[src/rtl/module_ram_responder_if.sv]
// CPU-to-RAM four-phase memory handshake: request side (operation/address/data_in) and completion side (data_out/done).
// With RAM_VALID_MASK_EN defined the bundle also carries the per-word valid mask and the GET miss flag.
interface module_ram_responder_if #(
    parameter int DATA_W = 16,
    parameter int ADDR_W = 4
);
    logic [1:0]        operation;
    logic [ADDR_W-1:0] address;
    logic [DATA_W-1:0] data_in;
    logic [DATA_W-1:0] data_out;
    logic              done;
`ifdef RAM_VALID_MASK_EN
    logic [(2**ADDR_W)-1:0] valid;
    logic                   miss;
`endif

    modport master (
        output operation, address, data_in,
`ifdef RAM_VALID_MASK_EN
        input  valid, miss,
`endif
        input  data_out, done
    );

    modport slave (
        input  operation, address, data_in,
`ifdef RAM_VALID_MASK_EN
        output valid, miss,
`endif
        output data_out, done
    );
endinterface

[src/rtl/module_ram_responder.sv]
// Register-file RAM answering the CPU four-phase handshake with GET, SET and whole-array RESET.
// Optional feature macro RAM_VALID_MASK_EN adds a per-word written mask (valid) and a GET miss flag.
module module_ram_responder #(
    parameter int DATA_W  = 16,
    parameter int ADDR_W  = 4,
    parameter int LATENCY = 2
) (
    input  logic                    clk,
    input  logic                    rst_n,
    module_ram_responder_if.slave   bus
);
    localparam int         DEPTH    = 2**ADDR_W;
    localparam logic [1:0] OP_IDLE  = 2'd0;
    localparam logic [1:0] OP_GET   = 2'd1;
    localparam logic [1:0] OP_SET   = 2'd2;
    localparam logic [1:0] OP_RESET = 2'd3;
    localparam logic [2:0] CNT_LOAD = 3'(LATENCY - 1);

    typedef enum logic [1:0] {S_IDLE, S_BUSY, S_CLEAR, S_DONE} state_t;

    state_t            state_r;
    state_t            next_state_s;
    logic [1:0]        op_r;
    logic [ADDR_W-1:0] addr_r;
    logic [ADDR_W-1:0] idx_r;
    logic [DATA_W-1:0] wdata_r;
    logic [DATA_W-1:0] data_out_r;
    logic [2:0]        cnt_r;
    logic              done_r;
    logic [DATA_W-1:0] mem_r [DEPTH];

    logic accept_s;
    logic start_clear_s;
    logic count_s;
    logic access_s;
    logic clear_wr_s;
    logic clear_last_s;
    logic release_s;

    // Next-state decode and one-cycle action strobes for the datapath
    always_comb begin
        next_state_s  = state_r;
        accept_s      = 1'b0;
        start_clear_s = 1'b0;
        count_s       = 1'b0;
        access_s      = 1'b0;
        clear_wr_s    = 1'b0;
        clear_last_s  = 1'b0;
        release_s     = 1'b0;
        case (state_r)
            S_IDLE: begin
                if ((bus.operation == OP_GET) || (bus.operation == OP_SET)) begin
                    accept_s     = 1'b1;
                    next_state_s = S_BUSY;
                end else if (bus.operation == OP_RESET) begin
                    start_clear_s = 1'b1;
                    next_state_s  = S_CLEAR;
                end else begin
                    next_state_s = S_IDLE;
                end
            end
            S_BUSY: begin
                if (cnt_r != 3'd0) begin
                    count_s      = 1'b1;
                    next_state_s = S_BUSY;
                end else begin
                    access_s     = 1'b1;
                    next_state_s = S_DONE;
                end
            end
            S_CLEAR: begin
                clear_wr_s = 1'b1;
                if (idx_r == {ADDR_W{1'b1}}) begin
                    clear_last_s = 1'b1;
                    next_state_s = S_DONE;
                end else begin
                    next_state_s = S_CLEAR;
                end
            end
            S_DONE: begin
                if (bus.operation == OP_IDLE) begin
                    release_s    = 1'b1;
                    next_state_s = S_IDLE;
                end else begin
                    next_state_s = S_DONE;
                end
            end
            default: next_state_s = S_IDLE;
        endcase
    end

    // State register
    always_ff @(posedge clk or negedge rst_n) begin
        if (!rst_n) state_r <= S_IDLE;
        else        state_r <= next_state_s;
    end

    // Request latch, latency counter and clear index; inputs are frozen once accepted
    always_ff @(posedge clk or negedge rst_n) begin
        if (!rst_n) begin
            op_r    <= OP_IDLE;
            addr_r  <= '0;
            wdata_r <= '0;
            cnt_r   <= 3'd0;
            idx_r   <= '0;
        end else begin
            if (accept_s) begin
                op_r    <= bus.operation;
                addr_r  <= bus.address;
                wdata_r <= bus.data_in;
                cnt_r   <= CNT_LOAD;
            end else if (count_s) begin
                cnt_r <= cnt_r - 3'd1;
            end
            if (start_clear_s) idx_r <= '0;
            else if (clear_wr_s) idx_r <= idx_r + {{(ADDR_W-1){1'b0}}, 1'b1};
        end
    end

    // Storage array: one word cleared per cycle during RESET, single write on SET completion
    always_ff @(posedge clk or negedge rst_n) begin
        if (!rst_n) begin
            for (int i = 0; i < DEPTH; i++) mem_r[i] <= '0;
        end else if (clear_wr_s) begin
            mem_r[idx_r] <= '0;
        end else if (access_s && (op_r == OP_SET)) begin
            mem_r[addr_r] <= wdata_r;
        end
    end

    // Registered completion outputs; data_out moves only on GET completion
    always_ff @(posedge clk or negedge rst_n) begin
        if (!rst_n) begin
            data_out_r <= '0;
            done_r     <= 1'b0;
        end else begin
            if (access_s && (op_r == OP_GET)) data_out_r <= mem_r[addr_r];
            if (access_s || clear_last_s) done_r <= 1'b1;
            else if (release_s)           done_r <= 1'b0;
        end
    end

    assign bus.data_out = data_out_r;
    assign bus.done     = done_r;

`ifdef RAM_VALID_MASK_EN
    logic [DEPTH-1:0] valid_r;
    logic             miss_r;

    // Written-word mask and miss flag, miss framed by the done pulse of a GET
    always_ff @(posedge clk or negedge rst_n) begin
        if (!rst_n) begin
            valid_r <= '0;
            miss_r  <= 1'b0;
        end else begin
            if (clear_last_s) valid_r <= '0;
            else if (access_s && (op_r == OP_SET)) valid_r[addr_r] <= 1'b1;
            if (access_s)       miss_r <= (op_r == OP_GET) ? ~valid_r[addr_r] : 1'b0;
            else if (release_s) miss_r <= 1'b0;
        end
    end

    assign bus.valid = valid_r;
    assign bus.miss  = miss_r;
`endif
endmodule

[src/flat_wrapper.sv]
// flat-port wrapper written by rule: the top's interface ports become plain ports
module module_ram_responder_flat 
#(
    parameter int DATA_W  = 16,
    parameter int ADDR_W  = 4,
    parameter int LATENCY = 2
)
  (clk, rst_n, bus_operation, bus_address, bus_data_in, bus_data_out, bus_done);
  module_ram_responder_if #(.DATA_W(DATA_W), .ADDR_W(ADDR_W)) bus_i ();
  input  logic clk;
  input  logic rst_n;
  input wire logic [$bits(bus_i.operation)-1:0] bus_operation;
  input wire logic [$bits(bus_i.address)-1:0] bus_address;
  input wire logic [$bits(bus_i.data_in)-1:0] bus_data_in;
  output wire logic [$bits(bus_i.data_out)-1:0] bus_data_out;
  output wire logic [$bits(bus_i.done)-1:0] bus_done;
  assign bus_i.operation = bus_operation;
  assign bus_i.address = bus_address;
  assign bus_i.data_in = bus_data_in;
  assign bus_data_out = bus_i.data_out;
  assign bus_done = bus_i.done;
  module_ram_responder #(.DATA_W(DATA_W), .ADDR_W(ADDR_W), .LATENCY(LATENCY)) u_core (.clk(clk), .rst_n(rst_n), .bus(bus_i));
endmodule
[config.mk]
export PLATFORM = sky130hd
export DESIGN_NAME = module_ram_responder_flat
export DESIGN_NICKNAME = d
export VERILOG_FILES = /design/src/rtl/module_ram_responder_if.sv /design/src/rtl/module_ram_responder.sv /design/src/flat_wrapper.sv
export SDC_FILE = /design/constraint.sdc
export NUM_CORES = 1
export LEC_CHECK = 0
export CORE_UTILIZATION = 50
export DETAILED_ROUTE_END_ITERATION = 7
export GPL_TIMING_DRIVEN = 0
export PLACE_DENSITY = 0.69
export SETUP_SLACK_MARGIN = 0.4
export SLEW_MARGIN = 15
export SYNTH_ARGS = -nofsm -noshare
export SYNTH_HDL_FRONTEND = slang
export SYNTH_SLANG_ARGS = --single-unit
[constraint.sdc]
create_clock -name clk -period 2.1 [get_ports clk]
set_input_delay 0.42 -clock clk [delete_from_list [all_inputs] [get_ports clk]]
set_output_delay 0.42 -clock clk [all_outputs]
set_load 0.02 [all_outputs]
==> out/qor.yml <==
status: "finished with violations"
violations: "negative setup slack"
yosysTopAreaCell: "dfrtp_1"
grt_pass1_wl_microns: 73600
arrival_ps: 2690
fin_crit_sh_pct: 109
antenna_cells: 0
power_density_nw_per_um2: 1060
min_period_ps: 2290
skew_ps: 22.7
synth-main-ff-cell: "dfrtp_1"
synth-seq-cells: 304
grt_overflow: 0
drive_above_1_share_pct: 39.8
synthTopCellsByArea: "dfrtp_1, a22o_1, nand3_1, o21ai_0, mux2i_1"
first_global_vias: 13000
grt_usage_pct: 32.9
leakagePower_nw: 8.82
synth_top_area_share_pct: 52.5
drtIter0Drc: 1388
first_pass_iters: 5
setup_viol_count_final: 163
seq_area_frac_synth_pct: 52.5
cpMostUsedCell: "buf_12"
synth_edf_count: 0
crit_path_start_kind: "flip-flop"
postSynthCellCount: 1385
path_clk_slew_ps: 60
cts_max_path_buffers: 3
synth_cell_types: 47
postSynthAreaPerCell_sq_um: 10.5
root_buffer: "clkbuf_16"
rsz0062_at_grt: "yes"
slowest_stage: "dfrtp_2"
syn_area_sq_um: 14500
cp.required_ps: 2500
finalNetCount: 1618
fmax_mhz: 437
row_count: 61
post_drt_wl_per_cell_microns: 27.3
maxCapViolations: 0
wl_microns: 54300
setup_ws_ps: -188
tightestPinTransition_ps: 961
die_area_sq_um: 29700
place_ws_ps: -916
layout_commonest_cell: "dfrtp_1"
hp-class: "input pin to flip-flop"
synthArstFlopShare_pct: 100
cpPeakStageDelay_ps: 440
cts_tree: "built"
final_cell_mix: "dfrtp_1, nand2_1, nand3_2, a22o_1, o21ai_2"
place_hpwl_microns: 29800
hold_violations: 0
grt_antenna_before_repair: 0
htreeDepth: 2
syn_nets: 1417
grt_max_degree: 108
final_antenna_net_count: 0
path_cells: "buf_12 > buf_12 > buf_8 > buf_4 > mux2i_1 > o221ai_2 > o32a_1"
drc: 0
slew_violations: 0
cp_max_fo: 10
area_growth_pct: 41.5
die_x_microns: 172
stdcell_count: 1988
fin_tns_setup_ps: -5400
numClockSinks: 304
gp_congestion: 0.903
max_slew_margin_pct: 35.9
clock_latency_ps: 530
yosysWarningCount: 0
ios: 41
start_util_pct: 51.5
peakVddDrop_mv: 0.652
numCtsBuffers: 36
die_h_microns: 172
path_class: "flip-flop to flip-flop"
critPathCaptureType: "flip-flop"
vias_per_cell: 6.67
vias: 13300
dp_cells: 1805
coreArea_sq_um: 28200
io_buffers: 40
[Yosys cell counts, types with 16 or more instances]
cell,number
a211oi_1,31
a21oi_1,35
a22o_1,101
buf_1,20
buf_2,56
clkbuf_1,60
dfrtp_1,304
mux2_2,38
mux2i_1,64
mux4_2,17
nand2_1,153
nand3_1,155
nor2_1,22
nor2b_1,17
nor3_1,18
o21ai_0,142
o22ai_1,16
[sequential cells by signal, indices dropped and copies added, names as in the netlist]
signal               cells
u_core.addr_r            4
u_core.state_r           2
u_core.op_r              2
u_core.bus.done          1
u_core.mem_r           256
u_core.wdata_r          16
u_core.idx_r             4
u_core.bus.data_out     16
u_core.cnt_r             3
[report_power, final]
part / switching [W] / leakage, nW / internal (W) / total [W]
logic: 0.00575 / 4.07 / 0.00284 / 0.00859
clock network: 0.00262 / 0.580 / 0.00381 / 0.00643
registers: 0.000337 / 4.17 / 0.00634 / 0.00668
total: 0.00871 / 8.82 / 0.0130 / 0.0217
[cell families (layout without fill, tap and decap cells)]
group / count (synthesis) / after routing / share of synthesized area (%)
simple gates: 398 / 398 / 13.0
buf+inv: 164 / 389 / 5.15
mux: 119 / 119 / 10.0
fa+ha+maj: 8 / 8 / 0.691
compound gates: 392 / 392 / 18.6
flops: 304 / 304 / 52.5
[stage by stage]
stage                     power (W)  hold slack [ps]  cell area [sq um]  utilization, %
after floorplan              0.0109              124              14700               -
after CTS                    0.0205              326              18900            67.1
final                        0.0217              320              20500            72.8
after global placement       0.0132              481              15500            55.2
after global routing         0.0223              336              20500            72.8
after detailed placement     0.0133              481              15600            55.4
[final timing paths]
path	start	to	slack (ps)	cells past startpoint
worst max-delay path	u_core.addr_r[0]	u_core.bus.data_out[4]	-190	7
worst min-delay path	bus_operation[1]	u_core.op_r[1]	320	2
worst max register to register	u_core.addr_r[0]	u_core.bus.data_out[4]	-190	7
worst min register to register	u_core.mem_r[90]	u_core.mem_r[90]	500	1
max in group asynchronous	rst_n	u_core.mem_r[7]	670	3
min in group asynchronous	rst_n	u_core.wdata_r[1]	460	2
[final cells by class]
cell class,instances,area (sq um)
Multi-Input combinational cell,917,7600
Inverter,9,33.8
Tap cell,378,473
Sequential cell,304,7610
Clock buffer,48,1030
Timing Repair Buffer,163,2210
Fill cell,1698,7660
Clock inverter,14,160
Buffer,155,1380
[layer usage]
| metal | share of wire [%] | track usage (%) | wire (microns) | vias to the layer above |
|---|---|---|---|---|
| li1 | - | - | - | 5462 |
| met1 | 36 | 40.5 | 19600 | 6631 |
| met2 | 48 | 56.9 | 26100 | 899 |
| met3 | 9.1 | 5.52 | 4970 | 274 |
| met4 | 6.6 | 14.2 | 3580 | 0 |
| met5 | 0 | 0 | 0 | - |
[repair_timing]
action                                  CTS  global route
pin swaps                                70            48
hold buffers                              1             0
resized for setup                       427           286
gates cloned                             15            15
buffers inserted                         72            18
endpoints found under the setup margin  315           397
hold endpoints to repair                 67             0
[critical path, delay by kind of cell, from the launching register on]
kind,cells,cell delay (ps)
muxes,1,440
DFF,1,440
buffers and inverters,4,780
AOI/OAI and AO/OA,2,490
(Power assumes the default switching activity.)
